`config.mk`:
```
export PLATFORM = sky130hd
export DESIGN_NAME = sdram_port_arbiter
export DESIGN_NICKNAME = d
export VERILOG_FILES = /design/src/rtl/sdram_arb_pkg.sv /design/src/rtl/sdram_tag_fifo.sv /design/src/rtl/sdram_port_arbiter.sv
export SDC_FILE = /design/constraint.sdc
export NUM_CORES = 1
export LEC_CHECK = 0
export CAP_MARGIN = 30
export CORE_AREA = 2 2 99 101
export DETAILED_ROUTE_END_ITERATION = 12
export DIE_AREA = 0 0 101 103
export PLACE_DENSITY = 0.93
export SETUP_SLACK_MARGIN = 0.15
export SLEW_MARGIN = 0
export SYNTH_ARGS = -nofsm -noshare
export SYNTH_HDL_FRONTEND = slang
export SYNTH_SLANG_ARGS = --single-unit
```
`constraint.sdc`:
```
create_clock -name clk_i -period 9.4 [get_ports clk_i]
set_clock_uncertainty 0.15 [all_clocks]
set_input_delay 1.88 -clock clk_i [delete_from_list [all_inputs] [get_ports clk_i]]
set_output_delay 1.88 -clock clk_i [all_outputs]
set_load 0.05 [all_outputs]
```
`src/rtl/sdram_arb_pkg.sv`:
```
// Shared types and the round-robin pick function for the SDRAM port arbiter.
// Channel indices are sized for the largest supported channel count (8).
package sdram_arb_pkg;

   localparam int unsigned max_channels = 8;
   localparam int unsigned ch_idx_width = $clog2(max_channels);

   typedef logic [ch_idx_width-1:0] ch_idx_t;

   typedef struct packed {
      logic    valid;
      ch_idx_t idx;
   } grant_t;

   // First set bit of req at or after ptr, wrapping modulo n (only bits below n count).
   function automatic grant_t rr_pick(input logic [max_channels-1:0] req,
                                      input ch_idx_t ptr,
                                      input int unsigned n);
      grant_t      g;
      int unsigned k;
      g = '0;
      for (int unsigned i = 0; i < max_channels; i++) begin
         k = (32'(ptr) + i) % n;
         if (i < n && !g.valid && req[ch_idx_t'(k)]) begin
            g.valid = 1'b1;
            g.idx   = ch_idx_t'(k);
         end
      end
      return g;
   endfunction

endpackage

```
`src/rtl/sdram_tag_fifo.sv`:
```
// In-order FIFO of channel tags for outstanding reads.
// Circular buffer; depth must be a power of two so the pointers wrap naturally.
module sdram_tag_fifo #(
   parameter int unsigned depth = 4,
   parameter int unsigned width = 3
) (
   input  logic             clk,
   input  logic             rst_n,
   input  logic             push,
   input  logic [width-1:0] push_data,
   input  logic             pop,
   output logic             full,
   output logic             empty,
   output logic [width-1:0] head
);

   localparam int unsigned ptr_width = (depth > 1) ? $clog2(depth) : 1;

   logic [width-1:0]   mem [depth];
   logic [ptr_width-1:0] wr_ptr;
   logic [ptr_width-1:0] rd_ptr;
   logic [ptr_width:0]   count;
   logic                 do_push;
   logic                 do_pop;

   // A push while full is dropped even if a pop happens in the same cycle.
   always_comb begin
      full    = (count == (ptr_width + 1)'(depth));
      empty   = (count == '0);
      do_push = push & ~full;
      do_pop  = pop & ~empty;
      head    = mem[rd_ptr];
   end

   always_ff @(posedge clk or negedge rst_n) begin
      if (!rst_n) begin
         wr_ptr <= '0;
         rd_ptr <= '0;
         count  <= '0;
      end else begin
         if (do_push) wr_ptr <= wr_ptr + 1'b1;
         if (do_pop)  rd_ptr <= rd_ptr + 1'b1;
         if (do_push && !do_pop)      count <= count + 1'b1;
         else if (do_pop && !do_push) count <= count - 1'b1;
      end
   end

   always_ff @(posedge clk) begin
      if (do_push) mem[wr_ptr] <= push_data;
   end

endmodule

```
`src/rtl/sdram_port_arbiter.sv`:
```
// Round-robin N-channel front end for sdram_ctrl, with in-order read-return routing.
// Handshake: a channel holds r/w valid until it sees ch_ready_o high; acceptance is zero-latency.
module sdram_port_arbiter
   import sdram_arb_pkg::*;
#(
   parameter int unsigned channels        = 4,
   parameter int unsigned addr_width      = 24,
   parameter int unsigned bus_width       = 16,
   parameter int unsigned max_outstanding = 4
) (
   input  logic                          clk_i,
   input  logic                          rst_ni,
   input  logic [channels*addr_width-1:0] ch_addr_i,
   input  logic [channels-1:0]           ch_r_valid_i,
   input  logic [channels-1:0]           ch_w_valid_i,
   input  logic [channels*bus_width-1:0] ch_write_i,
   output logic [channels-1:0]           ch_ready_o,
   output logic [channels-1:0]           ch_r_valid_o,
   output logic [bus_width-1:0]          ch_read_o,
   input  logic                          mem_enabled_i,
   input  logic                          mem_data_ready_i,
   output logic [addr_width-1:0]         mem_addr_o,
   output logic                          mem_r_valid_o,
   output logic                          mem_w_valid_o,
   output logic [bus_width-1:0]          mem_write_o,
   input  logic                          mem_r_valid_i,
   input  logic [bus_width-1:0]          mem_read_i,
   output logic                          err_o
);

   logic [channels-1:0]     req;
   logic [max_channels-1:0] req_ext;
   grant_t                  pick;
   logic                    gnt_valid;
   logic                    go;
   logic                    rw_conflict;
   ch_idx_t                 rr_ptr;
   ch_idx_t                 head_tag;
   logic                    fifo_full;
   logic                    fifo_empty;
   logic                    pop;

   // Grant is also gated by reset so every request-side output drops the moment reset asserts.
   always_comb begin
      req                   = ch_w_valid_i | (ch_r_valid_i & {channels{~fifo_full}});
      req_ext               = '0;
      req_ext[channels-1:0] = req;
      pick                  = rr_pick(req_ext, rr_ptr, channels);
      gnt_valid             = pick.valid & rst_ni;
      go                    = gnt_valid & mem_enabled_i & mem_data_ready_i;
      mem_addr_o            = '0;
      mem_write_o           = '0;
      mem_w_valid_o         = 1'b0;
      mem_r_valid_o         = 1'b0;
      ch_ready_o            = '0;
      rw_conflict           = 1'b0;
      for (int unsigned k = 0; k < channels; k++) begin
         if (gnt_valid && pick.idx == ch_idx_t'(k)) begin
            mem_addr_o    = ch_addr_i[k*addr_width +: addr_width];
            mem_write_o   = ch_write_i[k*bus_width +: bus_width];
            mem_w_valid_o = go & ch_w_valid_i[k];
            mem_r_valid_o = go & ~ch_w_valid_i[k] & ch_r_valid_i[k];
            rw_conflict   = go & ch_w_valid_i[k] & ch_r_valid_i[k];
            ch_ready_o[k] = go;
         end
      end
      pop = mem_r_valid_i & ~fifo_empty;
   end

   sdram_tag_fifo #(
      .depth (max_outstanding),
      .width (ch_idx_width)
   ) u_tag_fifo (
      .clk       (clk_i),
      .rst_n     (rst_ni),
      .push      (mem_r_valid_o),
      .push_data (pick.idx),
      .pop       (pop),
      .full      (fifo_full),
      .empty     (fifo_empty),
      .head      (head_tag)
   );

   always_ff @(posedge clk_i or negedge rst_ni) begin
      if (!rst_ni) begin
         rr_ptr       <= '0;
         ch_r_valid_o <= '0;
         ch_read_o    <= '0;
         err_o        <= 1'b0;
      end else begin
         if (go) begin
            rr_ptr <= (pick.idx == ch_idx_t'(channels - 1)) ? '0 : pick.idx + 1'b1;
         end
         // Orphan returns and r+w on one channel are both protocol violations.
         if (rw_conflict || (mem_r_valid_i && fifo_empty)) err_o <= 1'b1;
         for (int unsigned k = 0; k < channels; k++) begin
            ch_r_valid_o[k] <= pop && (head_tag == ch_idx_t'(k));
         end
         if (pop) ch_read_o <= mem_read_i;
      end
   end

endmodule
```
==> flow_summary.toml, run 1 <==
[flow_run]
cap_violations = 0

[placed_design]
detailed_place.area_um2 = 6130
place.gp.congestion = 0.917
port_buffers = 255
post-dp-hpwl_um = 10500
place.detailed.instances = 802

[yosys]
synth_cell_types = 42
proportion_of_netlist_area_held_by_the_largest_area_contributor_pct = 21.5
net_count_of_the_mapped_netlist = 661
synth_xor_xnor_area_share_pct = 1.50
asyncSetResetFlopFracSynth_pct = 78.9
synth_top_family_by_area = "simple AND/OR/NAND/NOR gates"
yosys_register_bits = 38
synth_adder_area_share_pct = 3.79
synthMostInstantiatedCell = "sky130_fd_sc_hd__nand2_1"
synth.yosys.seq_area_share_pct = 28.3
synth_ff_type = "sky130_fd_sc_hd__dfrtp_1"
synth_top_cells_by_count = "sky130_fd_sc_hd__nand2_1 (94), sky130_fd_sc_hd__a21oi_1 (46), sky130_fd_sc_hd__nor2_1 (46)"
post_synth_instance_area_um2 = 3500
synth-edff-count = 8
post_synth.cell_area_avg_um2 = 7.57
synth_compound_area_share_pct = 17.2
synth.top_cells.by_area = "sky130_fd_sc_hd__dfrtp_1 (21%), sky130_fd_sc_hd__mux2i_1 (10%), sky130_fd_sc_hd__nand2_1 (10%)"
post_synth_simple_gate_area_pct = 31.2
yosys_warnings = 0
yosysTopAreaCell = "sky130_fd_sc_hd__dfrtp_1"
synth.area.mux_share_pct = 13.1
synthesis.instances = 462

[clocking]
tritoncts_sinks = 38
numCtsBuffers = 5
clk_path_buf_depth = 2
cts.hold.buffers_added = 0
clk_transition_reported_paths_ns = 0.07
post_cts_repair_resize_count = 0
clock_tree_from_tritoncts = "done"
cts-htree-levels = 2
postCtsSetupBuffers = 0
clock-root-buffer = "sky130_fd_sc_hd__clkbuf_8"
insertion_delay_ns = 0.29

[setup_path]
timing.critical_path.from = "ch_r_valid_i[3]"
reg2reg_slack_ns = 4.13
crit_path_top_delay_cell = "sky130_fd_sc_hd__ha_2"
crit_path_end = "mem_addr_o[18]"
critical_path.cell_chain = "clkdlybuf4s50_1 > o22ai_1 > o31ai_1 > o211ai_2 > inv_1 > ha_2 > buf_4 > and3b_1 > a21oi_1 > o21ai_0 > mux2i_1 > nor2_1 > clkdlybuf4s50_1"
timing.rr.start = "u_tag_fifo.count[0]"
crit_required_ns = 7.37
crit_cells = 13
cp.arrival_ns = 5.89
r2r_cells = 15
cell_occurring_most_often_along_the_worst_timing_path = "sky130_fd_sc_hd__clkdlybuf4s50_1"
path_max_fanout = 54
path_class = "in -> out"
critPathCaptureType = "output pin"
timing.critical_path.max_delay_family = "buffers and inverters"
crit-reg2reg-capture = "u_tag_fifo.count[2]"
crit_buf_inv = 4
critical_path.max_stage_delay_ns = 0.78
critical_path.startpoint_type = "input port"

[floorplan]
die_w_um = 101
initial_utilization_pct = 37.0
fp-row-count = 36
die_height_um = 103
core-area_um2 = 9460
boundaryPins = 256
floorplan.die_area_um2 = 10400

[drt]
detailedRoute.firstPassIterationCount = 4
remaining_drc_errors = 0
detailedRoute.firstIterationViolations = 85
viasPerCell = 5.16
post_drt_wl_per_cell_um = 16.1
drt_antenna_net_count = 0
route.vias.total = 4181
totalWireLength_um = 13000

[global_route]
globalRouteTotalUtil_pct = 23.3
gr-usage-met3_pct = 5.02
busiest_layer = "met2"
grtUsageMet1_pct = 26.6
grt_start_max_net_pins = 55
antenna_found_initial = 0
first_global_vias = 3945
grt_first_pass_wirelength_um = 19100
grt.overflow.total = 0
met2_usage_pct = 43.5

[sta]
fin_tns_setup_ns = 0
grt_setup_unrepaired = "false"
finalSetupViolCount = 0
fin_crit_sh_pct = 84.3
report.final.hold_viol_count = 0
maxClockFrequency_ghz = 0.126
max_slew.worst_pin.slew_ns = 0.998
final.min_clock_period_ns = 7.92
timing.slew.headroom_pct = 33.4
report.final.slew_viol_count = 0

[layout]
area_delta_synth_final_pct = 77.8
layout-drive-gt1-share_pct = 4.17
final-instance-count-excl-fill = 810
utilization_pct = 65.8
nFillCells = 772
seq_area_um2 = 991
antennaDiodeCount = 0
nNetsFinal = 894
postLayoutCellArea_um2 = 6220
area_taken_by_multi_input_logic_gates_um2 = 2340

[pwr]
power.static_leakage_nw = 2.53
vdd_drop_max_uv = 236
power_density_nw_per_um2 = 301

[min_path]
worstHoldStart = "ch_read_o[7]"
worst_hold_path_type = "reg -> reg"

[run_status]
run_status = "finished clean"
==> layout by cell type, fill, tap and decap left out, drive strengths merged, types with 6 or more instances in the layout <==
| master | instances |
|---|---|
| and3b | 35 |
| o21ai | 45 |
| edfxtp | 8 |
| buf | 8 |
| nand2 | 94 |
| nor2 | 46 |
| dfrtp | 30 |
| mux2i | 36 |
| inv | 8 |
| nor2b | 8 |
| ha | 9 |
| clkdlybuf4s50 | 255 |
| nor3 | 9 |
| and2 | 10 |
| a21oi | 46 |
| clkbuf | 6 |
==> sequential cells by signal (all words and copies together), names as in the netlist <==
register           flops
ch_r_valid_o           4
ch_read_o             16
err_o                  1
rr_ptr                 2
u_tag_fifo.count       3
u_tag_fifo.mem         8
u_tag_fifo.rd_ptr      2
u_tag_fifo.wr_ptr      2
==> worst min-delay path by stage <==
| stage | endpoint | depth (start not counted) |
|---|---|---|
| 2_1_floorplan | u_tag_fifo.count[2] | 1 |
| 3_3_place_gp | ch_read_o[3] | 2 |
| 3_5_place_dp | ch_read_o[7] | 2 |
| 4_1_cts | ch_read_o[7] | 2 |
| 5_1_grt | ch_read_o[10] | 2 |
| 6_report | ch_read_o[7] | 2 |
==> worst reg2reg max path: cells and delay by family (launching register included) <==
kind	cells	cell delay, ns
buffers and inverters	2	0.50
AND/OR/NAND/NOR	3	0.79
adder cells (fa/ha/maj)	3	1.57
flip-flops	1	0.45
multiplexers	1	0.17
AO/OA/AOI/OAI	4	1.25
XOR/XNOR	2	0.33
==> layer usage <==
layer	wire [µm]	up-vias	part of all wire [%]
met5	0	-	0
met1	4920	1899	38
li1	-	2062	-
met4	238	0	1.8
met3	989	24	7.6
met2	6860	196	53
==> kinds of logic (layout without fill, tap and decap cells) <==
group,count (synthesis),in the layout
AO/OA/AOI/OAI,106,106
XOR/XNOR,6,6
adder cells (fa/ha/maj),10,10
buffers and inverters,45,279
flip-flops,38,38
multiplexers,42,42
AND/OR/NAND/NOR,215,215
==> area by class of cell <==
cell class | count | area share (%)
repair buffers | 263 | 42.1
multi-input cells | 379 | 37.7
flip-flops and latches | 38 | 15.9
well taps | 114 | 2.29
clock buffers | 6 | 1.33
inverters | 8 | 0.483
clock inverters | 2 | 0.201
==> per-stage QoR <==
stage	worst slack [ns]	total power, mW	hold WS (ns)
floorplan	2.99	1.30	0.318
global placement	1.63	1.71	0.307
detailed placement	1.49	1.76	0.312
CTS	1.49	1.88	0.331
global route	1.11	2.01	0.346
finish	1.48	1.87	0.329
==> power breakdown <==
group	switching, mW	internal [mW]	leakage, nW
clock	0.0565	0.0589	0.0472
combinational	0.916	0.575	2.05
sequential	0.0403	0.225	0.437
total	1.01	0.858	2.53
No activity file was read; power rests on OpenSTA's default activity.
==> inputs of run 2 (changes only) <==
CORE_AREA = not set   (was 2 2 99 101)
CORE_UTILIZATION = 32   (was not set)
DIE_AREA = not set   (was 0 0 101 103)
PLACE_DENSITY = 0.85   (was 0.93)
clock period = 7 ns   (was 9.4 ns; I/O delays follow)
==> run 2 against run 1 <==
Net effect:
- register-to-register slack got worse by 1.8 ns
- power is 35% higher
- core utilization shrank 6.2 points
- clock power up 20%
==> flow_summary.toml, run 2 (same netlist as run 1, synthesis figures left out) <==
[layout]
top_regs = "ch_read_o (16), u_tag_fifo.mem (8), ch_r_valid_o (4)"
antennaDiodeCount = 0
area_delta_synth_final_pct = 78.2
largest_register_ffs = 16
layout.cells.most_common = "sky130_fd_sc_hd__clkdlybuf4s50_1"
final_cell_mix = "sky130_fd_sc_hd__clkdlybuf4s50_1 (227), sky130_fd_sc_hd__nand2_1 (94), sky130_fd_sc_hd__a21oi_1 (46), sky130_fd_sc_hd__nor2_1 (46), sky130_fd_sc_hd__o21ai_0 (44)"
layout-drive-gt1-share_pct = 8.70
postLayoutCellArea_um2 = 6240
largest_register = "ch_read_o"
nNetsFinal = 899

[setup_path]
cell_occurring_most_often_along_the_worst_timing_path = "sky130_fd_sc_hd__clkdlybuf4s50_1"
critical_path.max_stage_delay_ns = 0.72
reg2reg_slack_ns = 2.33
r2r_cells = 16
critPathCaptureType = "output pin"
crit-reg2reg-capture = "u_tag_fifo.count[2]"
crit_required_ns = 5.45
timing.critical_path.max_delay_family = "buffers and inverters"
crit_buf_inv = 4
critical_path.cell_chain = "clkdlybuf4s50_1 > o22ai_1 > o31ai_1 > o211ai_2 > inv_1 > ha_4 > buf_4 > and3b_1 > a21oi_1 > o21ai_0 > mux2i_1 > nor2_1 > clkdlybuf4s50_1"
path_class = "in -> out"
critical_path.startpoint_type = "input port"
cp.arrival_ns = 4.85
path_max_fanout = 36
crit_path_top_delay_cell = "sky130_fd_sc_hd__clkdlybuf4s50_1"
timing.rr.start = "u_tag_fifo.count[0]"

[sta]
report.final.hold_viol_count = 0
report.final.slew_viol_count = 0
finalSetupViolCount = 0
max_slew.worst_pin.slew_ns = 0.558
grt_setup_unrepaired = "false"
timing.slew.headroom_pct = 62.8
fin_crit_sh_pct = 91.4
fin_tns_setup_ns = 0
maxClockFrequency_ghz = 0.156
final.min_clock_period_ns = 6.40

[clocking]
numCtsBuffers = 5
clock-root-buffer = "sky130_fd_sc_hd__clkbuf_8"
postCtsSetupBuffers = 0
tritoncts_sinks = 38
cts-htree-levels = 2
clk_transition_reported_paths_ns = 0.07
clock_tree_from_tritoncts = "done"
insertion_delay_ns = 0.28
clk_path_buf_depth = 2

[min_path]
worstHoldPathCells = 2
min_delay_worst_endpoint = "ch_read_o[13]"
worst_hold_path_type = "reg -> reg"
worstHoldStart = "ch_read_o[13]"

[global_route]
grt_first_pass_wirelength_um = 21100
grt.overflow.total = 0
globalRouteTotalUtil_pct = 23.6
antenna_found_initial = 0
first_global_vias = 4122
grt_start_max_net_pins = 55

[floorplan]
fp-row-count = 37
die_height_um = 107
boundaryPins = 256
die_w_um = 107
floorplan.die_area_um2 = 11400
core-area_um2 = 10500
initial_utilization_pct = 33.4

[pwr]
power_density_nw_per_um2 = 404
vdd_drop_max_uv = 210
seqPwrFrac_pct = 14.2
combPwrFrac_pct = 80.4
clockPowerShare_pct = 5.5
netSwitchingFraction_pct = 54.9
power.internal_mw = 1.14
power.static_leakage_nw = 2.61
net-switching-power_mw = 1.38

[drt]
detailedRoute.firstPassIterationCount = 4
wl_met1_um = 5450
met3_wirelength_um = 1030
detailedRoute.firstIterationViolations = 199
post_drt_wl_per_cell_um = 16.2
remaining_drc_errors = 0
viasPerCell = 4.94
routed.top_layer = "met4"
drt_antenna_net_count = 0
totalWireLength_um = 13500
route.vias.total = 4131
met2_length_um = 6710

[placed_design]
port_buffers = 255
place.gp.congestion = 0.956
detailed_place.area_um2 = 6140
post-dp-hpwl_um = 11200

[run_status]
run_status = "finished clean"

[flow_run]
cap_violations = 0
[run 2: cell count changes in the layout (fill, tap and decap cells not counted), sizes merged]
cell / change
buf: +33
clkbuf: -1
clkdlybuf4s50: -28
clkinv: +1
[run 2: worst min-delay path, stage by stage, from the launching register on]
cell and delay (ns):
sky130_fd_sc_hd__dfrtp_1 0.34, sky130_fd_sc_hd__nand2_1 0.05, sky130_fd_sc_hd__nand2_1 0.06
[run 2: power by group through the flow]
stage | sequential [mW] | clock, mW | combinational, mW
finish | 0.357 | 0.138 | 2.03
global route | 0.368 | 0.153 | 2.17
CTS | 0.357 | 0.145 | 2.02
detailed placement | 0.361 | 0 | 2.02
global placement | 0.354 | 0 | 1.98
floorplan | 0.488 | 0 | 1.26
[run 2: area by class of cell]
cell class | instances | area (µm²)
Fill cell | 935 | 4230
Timing Repair Buffer | 268 | 2610
Multi-Input combinational cell | 379 | 2350
Sequential cell | 38 | 991
Tap cell | 136 | 170
Clock buffer | 5 | 68.8
Inverter | 8 | 30.0
Clock inverter | 3 | 16.3
[run 2: what timing repair did]
action | 4_1_cts | 5_1_grt
hold buffers | 0 | 0
endpoints found under the setup margin | 0 | 6
gates resized for setup | 0 | 1
hold endpoints to repair | 0 | 0
[run 2: how the worst max path moves through the flow]
stage / cells after the start / slack (ns) / end / start
final: 13 / 0.60 / mem_write_o[1] / ch_w_valid_i[3]
after global routing: 13 / 0.30 / mem_write_o[6] / ch_w_valid_i[3]
after CTS: 13 / 0.41 / mem_write_o[1] / ch_w_valid_i[3]
after detailed placement: 13 / 0.42 / mem_write_o[1] / ch_w_valid_i[3]
after global placement: 13 / 0.52 / mem_write_o[1] / ch_w_valid_i[3]
after floorplan: 13 / 1.55 / mem_addr_o[0] / ch_w_valid_i[2]
[run 2: per-stage QoR]
stage	setup slack, ns	utilization (%)	hold slack, ns	instances	power, mW
final	0.602	59.6	0.330	837	2.52
after global routing	0.303	59.6	0.351	837	2.69
after floorplan	1.55	-	0.318	462	1.74
after detailed placement	0.420	58.7	0.314	829	2.38
after CTS	0.414	59.5	0.330	837	2.53
after global placement	0.516	58.7	0.306	829	2.34
[run 2: layer usage]
metal  vias to the layer above  global-route usage (%)
li1                       2068                       -
met5                         -                       0
met4                         0                    7.14
met1                      1844                    28.2
met2                       193                    41.6
met3                        26                    5.65
